File: config.mk
export PLATFORM = sky130hd
export DESIGN_NAME = fir_unf_serializer
export DESIGN_NICKNAME = d
export VERILOG_FILES = /design/src/rtl/fir_unf_serializer.sv
export SDC_FILE = /design/constraint.sdc
export NUM_CORES = 1
export LEC_CHECK = 0
export CORE_UTILIZATION = 45
export DETAILED_ROUTE_END_ITERATION = 10
export SYNTH_ARGS = -nofsm -noshare
export SYNTH_HDL_FRONTEND = slang
export SYNTH_SLANG_ARGS = --single-unit
File: constraint.sdc
create_clock -name CLK -period 2.2 [get_ports CLK]
set_input_delay 0.33 -clock CLK [delete_from_list [all_inputs] [get_ports CLK]]
set_output_delay 0.33 -clock CLK [all_outputs]
set_load 0.01 [all_outputs]
File: src/rtl/fir_unf_serializer.sv
// Output-side rate converter for the 3-parallel unfolded FIR.
// Buffers sample triples in a FIFO and re-emits them one sample per transfer.
module fir_unf_serializer #(
    parameter int NBIT  = 9,
    parameter int DEPTH = 4
) (
    input  logic            CLK,
    input  logic            RST,
    input  logic            VIN,
    input  logic [NBIT-1:0] DIN3k,
    input  logic [NBIT-1:0] DIN3k1,
    input  logic [NBIT-1:0] DIN3k2,
    output logic            RDY,
    output logic            OVF,
    input  logic            DREADY,
    output logic [NBIT-1:0] DOUT,
    output logic            VOUT
);

    localparam int AW = (DEPTH > 1) ? $clog2(DEPTH) : 1;
    localparam int CW = AW + 1;

    localparam logic [CW-1:0] FULL    = CW'(DEPTH);
    localparam logic [CW-1:0] CNT_ONE = CW'(1);
    localparam logic [AW-1:0] PTR_ONE = AW'(1);

    // One storage array per lane; a triple shares a single slot index.
    logic [NBIT-1:0] lane0_mem [DEPTH];
    logic [NBIT-1:0] lane1_mem [DEPTH];
    logic [NBIT-1:0] lane2_mem [DEPTH];

    logic [CW-1:0]   count;
    logic [AW-1:0]   wr_ptr;
    logic [AW-1:0]   rd_ptr;
    logic [1:0]      sel;

    logic            push;
    logic            drop;
    logic            adv;
    logic            load;
    logic            pop;
    logic [NBIT-1:0] head;

    // Handshake decode; RDY looks only at registered count so a pop
    // in the same cycle never opens the input early.
    always_comb begin
        RDY  = (count < FULL) && !RST;
        push = VIN && RDY;
        drop = VIN && !RDY;
        adv  = !VOUT || DREADY;
        load = adv && (count != '0);
        pop  = load && (sel == 2'd2);
    end

    // Pick the lane of the head triple that goes out next.
    always_comb begin
        head = lane0_mem[rd_ptr];
        unique case (sel)
            2'd0:    head = lane0_mem[rd_ptr];
            2'd1:    head = lane1_mem[rd_ptr];
            default: head = lane2_mem[rd_ptr];
        endcase
    end

    // Triple storage; contents need no reset since count gates every read.
    always_ff @(posedge CLK) begin
        if (push) begin
            lane0_mem[wr_ptr] <= DIN3k;
            lane1_mem[wr_ptr] <= DIN3k1;
            lane2_mem[wr_ptr] <= DIN3k2;
        end
    end

    // Write pointer advances on every accepted triple, wrapping naturally.
    always_ff @(posedge CLK) begin
        if (RST) begin
            wr_ptr <= '0;
        end else if (push) begin
            wr_ptr <= wr_ptr + PTR_ONE;
        end
    end

    // Read pointer advances when the last lane of the head is loaded.
    always_ff @(posedge CLK) begin
        if (RST) begin
            rd_ptr <= '0;
        end else if (pop) begin
            rd_ptr <= rd_ptr + PTR_ONE;
        end
    end

    // Occupancy in triples; the single source of full and empty.
    always_ff @(posedge CLK) begin
        if (RST) begin
            count <= '0;
        end else begin
            unique case ({push, pop})
                2'b10:   count <= count + CNT_ONE;
                2'b01:   count <= count - CNT_ONE;
                default: count <= count;
            endcase
        end
    end

    // Lane counter walks 0,1,2 across the head triple, one step per load.
    always_ff @(posedge CLK) begin
        if (RST) begin
            sel <= 2'd0;
        end else if (load) begin
            if (sel == 2'd2) begin
                sel <= 2'd0;
            end else begin
                sel <= sel + 2'd1;
            end
        end
    end

    // Registered serial output; frozen while the sink stalls a valid sample.
    always_ff @(posedge CLK) begin
        if (RST) begin
            DOUT <= '0;
            VOUT <= 1'b0;
        end else if (load) begin
            DOUT <= head;
            VOUT <= 1'b1;
        end else if (adv) begin
            VOUT <= 1'b0;
        end
    end

    // Sticky overflow flag: a triple was offered while the FIFO was full.
    always_ff @(posedge CLK) begin
        if (RST) begin
            OVF <= 1'b0;
        end else if (drop) begin
            OVF <= 1'b1;
        end
    end

endmodule

==> flow_metrics.env, run 1 <==
export IMPL_status="complete, no violations"
export IMPL_post_cts_repair_setup_buffers=0
export IMPL_pre_cts_slack_ps=-290
export IMPL_io_pins=43
export IMPL_io_buffer_count=42
export IMPL_start_util=0.464
export IMPL_syn_area_um2=5080
export IMPL_row_count=38
export IMPL_tns_ps=0
export IMPL_p_sw_frac=0.221
export IMPL_worstMarginPinSlew_ps=518
export IMPL_synth_cell_types=36
export IMPL_power_frac_comb=0.076
export IMPL_die_y_um=108
export IMPL_core_area_um2=10900
export IMPL_placedCellCount=497
export IMPL_synth_cells=306
export IMPL_wl_per_cell_um=18.3
export IMPL_multi_input_area_um2=1240
export IMPL_grt_max_degree=36
export IMPL_cellPowerDensity_nw_per_um2=943
export IMPL_path_clk_slew_ps=60
export IMPL_internal_power_w=0.00465
export IMPL_min_path_type="reg2reg"
export IMPL_cts_hold_buf=0
export IMPL_regToRegSetupSlack_ps=220
export IMPL_crit_family="simple AND/OR/NAND/NOR gates"
export IMPL_antenna_found_initial=0
export IMPL_pwr_share_seq=0.468
export IMPL_ys_ff_latch=130
export IMPL_hpwlAfterDp_mm=5.99
export IMPL_grt_pass1_wl_mm=14.8
export IMPL_timing_fmax_mhz=504
export IMPL_cp_common_cell="nor3_2"
export IMPL_h_tree_depth=4
export IMPL_fin_nets=413
export IMPL_drtAntennaViolNets=0
export IMPL_cts_sinks=130
export IMPL_drv_slew=0
export IMPL_grt_pass1_vias=2875
export IMPL_power_w=0.00597
export IMPL_nFillCells=869
export IMPL_worstSetupPathType="reg2reg"
export IMPL_critical_path_slowest_cell="dfxtp_1"
export IMPL_area_growth_pct=24.6
export IMPL_drc=0
export IMPL_crit_chain="nor3_2, nor3_2, ha_1, inv_1, fa_1, xor2_1, or3_1, a21oi_1"
export IMPL_clk_latency_ps=400
export IMPL_cp_start_kind="register"
export IMPL_cts_buffer_depth=2
export IMPL_max_stage_delay_ps=400
export IMPL_fin_worst_skew_ps=8.97
export IMPL_die_area_um2=11700
export IMPL_synth_nets=343
export IMPL_drive_gt1_frac=0.175
export IMPL_crit_buf_inv=1
export IMPL_drv_cap=0
export IMPL_hold_viol=0
export IMPL_fin_cells=529
export IMPL_ys_warn_count=0
export IMPL_ir_worst_vdd_mv=0.499
export IMPL_setup_ws_ps=215
export IMPL_rsz0062_at_grt="no"
export IMPL_cts_root_buf="clkbuf_16"
export IMPL_end_kind="register"
export IMPL_clkPwrFrac=0.456
export IMPL_routed_wl_mm=9.69
export IMPL_crit_fanout=3
export IMPL_antennaDiodeCount=0
export IMPL_period_needed_ps=1980
export IMPL_slew_headroom=0.655
export IMPL_vias=2763
export IMPL_tritoncts="yes"
export IMPL_drt_pass1_iter_count=4
export IMPL_die_w_um=108
export IMPL_setup_violations=0
export IMPL_fin_crit_sh=0.902
export IMPL_ys_seq_area_frac=0.725
export IMPL_dr_first_iter_drc_count=133
export IMPL_viasPerCell=5.22
export IMPL_place_gp_congestion=0.705
export IMPL_grt_use_total=0.179
export IMPL_final_util=0.579
export IMPL_leakagePower_nw=2.05
export IMPL_seqCellArea_um2=3680
export IMPL_syn_avg_cell_area_um2=16.6
export IMPL_overflow=0
export IMPL_critical_path_arrival_ps=2320
export IMPL_critical_path_required_ps=2540
export IMPL_numCtsBuffers=17
export IMPL_switching_power_w=0.00132
==> power by group through the flow <==
stage | Sequential [W] | Combinational (W) | Clock (W)
finish | 0.00280 | 0.000453 | 0.00272
global route | 0.00280 | 0.000491 | 0.00286
CTS | 0.00280 | 0.000455 | 0.00276
detailed placement | 0.00285 | 0.000452 | 0
global placement | 0.00285 | 0.000443 | 0
floorplan | 0.00286 | 0.000219 | 0
==> sequential cells by signal, indices dropped and copies added, names as in the netlist, named ones only <==
signal	count
VOUT	1
lane2_mem	36
count	3
OVF	1
lane1_mem	36
lane0_mem	36
sel	2
rd_ptr	2
DOUT	9
wr_ptr	2
==> layout by cell type, fill, tap and decap left out, types with 5 or more instances in the layout <==
| cell type | instances |
|---|---|
| dfxtp_1 | 21 |
| a21oi_1 | 11 |
| inv_1 | 7 |
| buf_4 | 21 |
| a211oi_2 | 5 |
| ha_1 | 5 |
| clkbuf_16 | 17 |
| o22ai_1 | 22 |
| mux2i_1 | 44 |
| clkdlybuf4s50_1 | 42 |
| edfxtp_1 | 108 |
| mux4_2 | 5 |
| nor2_1 | 24 |
==> synthesized netlist by cell type <==
| master | number | area [µm²] |
|---|---|---|
| edfxtp_1 | 108 | 3240 |
| mux2i_1 | 44 | 440 |
| nor2_1 | 24 | 90.1 |
| dfxtp_1 | 22 | 440 |
| o22ai_1 | 22 | 138 |
| a21oi_1 | 11 | 55.1 |
| inv_1 | 7 | 26.3 |
| buf_6 | 6 | 67.6 |
| a211oi_2 | 5 | 62.6 |
| ha_1 | 5 | 62.6 |
| mux4_2 | 5 | 113 |
| nor3_1 | 5 | 25.0 |
| and3_1 | 4 | 25.0 |
| nand2_1 | 4 | 15.0 |
| nor4_1 | 4 | 25.0 |
| or3_1 | 3 | 18.8 |
| xnor2_1 | 3 | 26.3 |
| buf_4 | 2 | 15.0 |
| buf_8 | 2 | 30.0 |
| clkbuf_1 | 2 | 7.51 |
| or3b_1 | 2 | 17.5 |
| xor2_1 | 2 | 17.5 |
| and2_1 | 1 | 6.26 |
| buf_2 | 1 | 5.00 |
| clkbuf_4 | 1 | 7.51 |
| fa_1 | 1 | 20.0 |
| nand2b_1 | 1 | 6.26 |
| nand3b_1 | 1 | 7.51 |
| nand3b_2 | 1 | 11.3 |
| nor2b_2 | 1 | 8.76 |
| nor3_2 | 1 | 10.0 |
| nor4b_1 | 1 | 8.76 |
| o21ai_0 | 1 | 5.00 |
| o31ai_1 | 1 | 7.51 |
| or2_1 | 1 | 6.26 |
| or2b_1 | 1 | 7.51 |
==> final timing paths <==
check,cells after the start,from,to
max,8,count[0]$_SDFFE_PP0P_,count[2]$_SDFFE_PP0P_
min,2,OVF$_SDFFE_PP0P_,OVF$_SDFFE_PP0P_
max reg2reg,8,count[0]$_SDFFE_PP0P_,count[2]$_SDFFE_PP0P_
min reg2reg,2,OVF$_SDFFE_PP0P_,OVF$_SDFFE_PP0P_
==> cell families (layout without fill, tap and decap cells) <==
kind of cell,Yosys count,count (layout),synth area share
compound gates,40,40,0.0527
xor+xnor,5,5,0.00862
fa+ha+maj,6,6,0.0163
buf+inv,21,104,0.0313
flops,130,130,0.725
mux,49,49,0.109
simple gates,55,55,0.0569
==> area by class of cell <==
| cell class | instances | share of cell area |
|---|---|---|
| inverter | 7 | 0.00415 |
| timing repair buffer | 65 | 0.0976 |
| sequential | 130 | 0.582 |
| clock inverter | 13 | 0.0239 |
| clock buffer | 19 | 0.0684 |
| tap | 140 | 0.0277 |
| multi-input combinational | 155 | 0.196 |
==> layer usage <==
metal	vias up	track usage	share of wire
met5	-	0	0
met3	8	0.0488	0.041
met2	61	0.299	0.50
li1	1329	-	-
met4	0	0.0675	0.0095
met1	1365	0.223	0.45
==> what timing repair did <==
item / CTS / global route
endpoints found under the hold margin: 0 / 0
endpoints found under the setup margin: 0 / 1
gates resized for setup: 0 / 1
==> metrics by stage <==
stage	instance area [µm²]	hold WS (ps)
floorplan	5080	429
global placement	5740	454
CTS	6320	477
finish	6330	469
global route	6330	519
detailed placement	5740	464
==> worst min-delay path: cells and delay by family, from the launching register on <==
family / cells / cell delay, ps
compound gates: 1 / 40
flops: 1 / 320
simple gates: 1 / 70
Note: power is estimated with default switching activity, not from simulation.
==> run 2: changes to the inputs <==
--- a/config.mk
+++ b/config.mk
@@ -5,8 +5,9 @@
 export SDC_FILE = /design/constraint.sdc
 export NUM_CORES = 1
 export LEC_CHECK = 0
-export CORE_UTILIZATION = 45
+export CORE_UTILIZATION = 35
 export DETAILED_ROUTE_END_ITERATION = 10
+export SLEW_MARGIN = 20
 export SYNTH_ARGS = -nofsm -noshare
 export SYNTH_HDL_FRONTEND = slang
 export SYNTH_SLANG_ARGS = --single-unit
==> flow_metrics.env, run 2 (synthesis gave the netlist of run 1 again) <==
export IMPL_seqCellArea_um2=3680
export IMPL_cp_endpoint="count[2]$_SDFFE_PP0P_"
export IMPL_die_area_um2=15000
export IMPL_drive_gt1_frac=0.141
export IMPL_critical_path_required_ps=2540
export IMPL_startpoint="VOUT$_SDFFE_PP0P_"
export IMPL_antenna_found_initial=0
export IMPL_cts_resized=0
export IMPL_cp_start_kind="register"
export IMPL_status="complete, no violations"
export IMPL_tritoncts="yes"
export IMPL_core_area_um2=14000
export IMPL_nFillCells=1238
export IMPL_slew_headroom=0.654
export IMPL_fin_worst_skew_ps=6.69
export IMPL_grt_pass1_vias=2928
export IMPL_drtAntennaViolNets=0
export IMPL_routed_wl_mm=9.89
export IMPL_drc=0
export IMPL_wl_per_cell_um=17.6
export IMPL_reg2regPathDepth=8
export IMPL_r2r_end="count[2]$_SDFFE_PP0P_"
export IMPL_vias=2764
export IMPL_mostFrequentLayoutCell="edfxtp_1"
export IMPL_dpl_cell_area_um2=5780
export IMPL_io_buffer_count=42
export IMPL_drv_cap=0
export IMPL_grt_pass1_wl_mm=15.4
export IMPL_worstMarginPinSlew_ps=519
export IMPL_die_w_um=122
export IMPL_setup_violations=0
export IMPL_path_clk_slew_ps=50
export IMPL_multi_input_area_um2=1240
export IMPL_worstSetupPathType="reg2reg"
export IMPL_drv_slew=0
export IMPL_tns_ps=0
export IMPL_fin_nets=406
export IMPL_timing_fmax_mhz=502
export IMPL_grt_max_degree=50
export IMPL_cts_root_buf="clkbuf_16"
export IMPL_cts_sinks=130
export IMPL_largestRegisters="lane0_mem: 36 flops, lane1_mem: 36 flops, lane2_mem: 36 flops"
export IMPL_dr_first_iter_drc_count=199
export IMPL_final_cell_area_um2=6320
export IMPL_numCtsBuffers=17
export IMPL_start_util=0.362
export IMPL_place_gp_congestion=0.710
export IMPL_hold_worst_slack_ps=471
export IMPL_antennaDiodeCount=0
export IMPL_mostFrequentLayoutCells="edfxtp_1, mux2i_1, clkdlybuf4s50_1, nor2_1, o22ai_1"
export IMPL_regToRegSetupSlack_ps=210
export IMPL_ir_worst_vdd_mv=0.560
export IMPL_hold_viol=0
export IMPL_crit_fanout=2
export IMPL_critical_path_arrival_ps=2330
export IMPL_row_count=43
export IMPL_h_tree_depth=4
export IMPL_cellPowerDensity_nw_per_um2=922
export IMPL_viasPerCell=4.92
export IMPL_period_needed_ps=1990
export IMPL_post_cts_repair_setup_buffers=0
export IMPL_rsz0062_at_grt="no"
export IMPL_r2r_start="VOUT$_SDFFE_PP0P_"
export IMPL_leakagePower_nw=2.01
export IMPL_cts_hold_buf=0
export IMPL_overflow=0
export IMPL_drt_pass1_iter_count=4
export IMPL_io_pins=43
export IMPL_area_growth_pct=24.4
export IMPL_placedCellCount=530
export IMPL_die_y_um=122
export IMPL_hpwlAfterDp_mm=5.81
export IMPL_min_path_type="reg2reg"
export IMPL_fin_crit_sh=0.906
export IMPL_final_util=0.450
export IMPL_fin_cells=562
export IMPL_clk_latency_ps=410
export IMPL_cts_buffer_depth=2
export IMPL_grt_use_total=0.146
export IMPL_end_kind="register"
[run 2: stage by stage]
| stage | total power [W] | setup slack (ps) |
|---|---|---|
| after floorplan | 0.00307 | 158 |
| after global placement | 0.00329 | -169 |
| after detailed placement | 0.00330 | -235 |
| after CTS | 0.00587 | 137 |
| after global routing | 0.00603 | 89.4 |
| final | 0.00583 | 207 |
[run 2: power breakdown]
group          total [W]  leakage [nW]  switching (W)  internal [W]
Sequential       0.00280          1.16      0.0000362       0.00276
Combinational   0.000452         0.588       0.000243      0.000208
Clock            0.00258         0.265       0.000932       0.00164
Total            0.00583          2.01        0.00121       0.00461
[run 2: critical path: stages, from the launching register on]
cell and delay (ps):
dfxtp_1 310, nor2b_2 160, nor3_2 200, ha_1 210, inv_1 60, fa_1 370, xor2_1 150, or3_1 300
a21oi_1 150
[run 2: area by class of cell]
type                       count  area share
clock buffer                  23      0.0709
clock inverter                 9      0.0145
multi-input combinational    155       0.196
timing repair buffer          58      0.0954
sequential                   130       0.583
inverter                       7     0.00416
tap                          180      0.0356
[run 2: worst min path at each step]
stage	cells past startpoint	endpoint	startpoint	slack [ps]
5_1_grt	2	OVF$_SDFFE_PP0P_	OVF$_SDFFE_PP0P_	500
3_3_place_gp	2	OVF$_SDFFE_PP0P_	OVF$_SDFFE_PP0P_	450
2_1_floorplan	0	lane0_mem[0][0]$_DFFE_PP_	DIN3k[0]	430
3_5_place_dp	2	OVF$_SDFFE_PP0P_	OVF$_SDFFE_PP0P_	460
6_report	2	OVF$_SDFFE_PP0P_	OVF$_SDFFE_PP0P_	470
4_1_cts	2	OVF$_SDFFE_PP0P_	OVF$_SDFFE_PP0P_	480
[run 2: layer usage]
metal	global-route usage	up-vias	routed length, µm
li1	-	1310	-
met1	0.183	1373	4520
met2	0.233	69	4790
met3	0.0423	12	421
met4	0.0633	0	150
met5	0	-	0
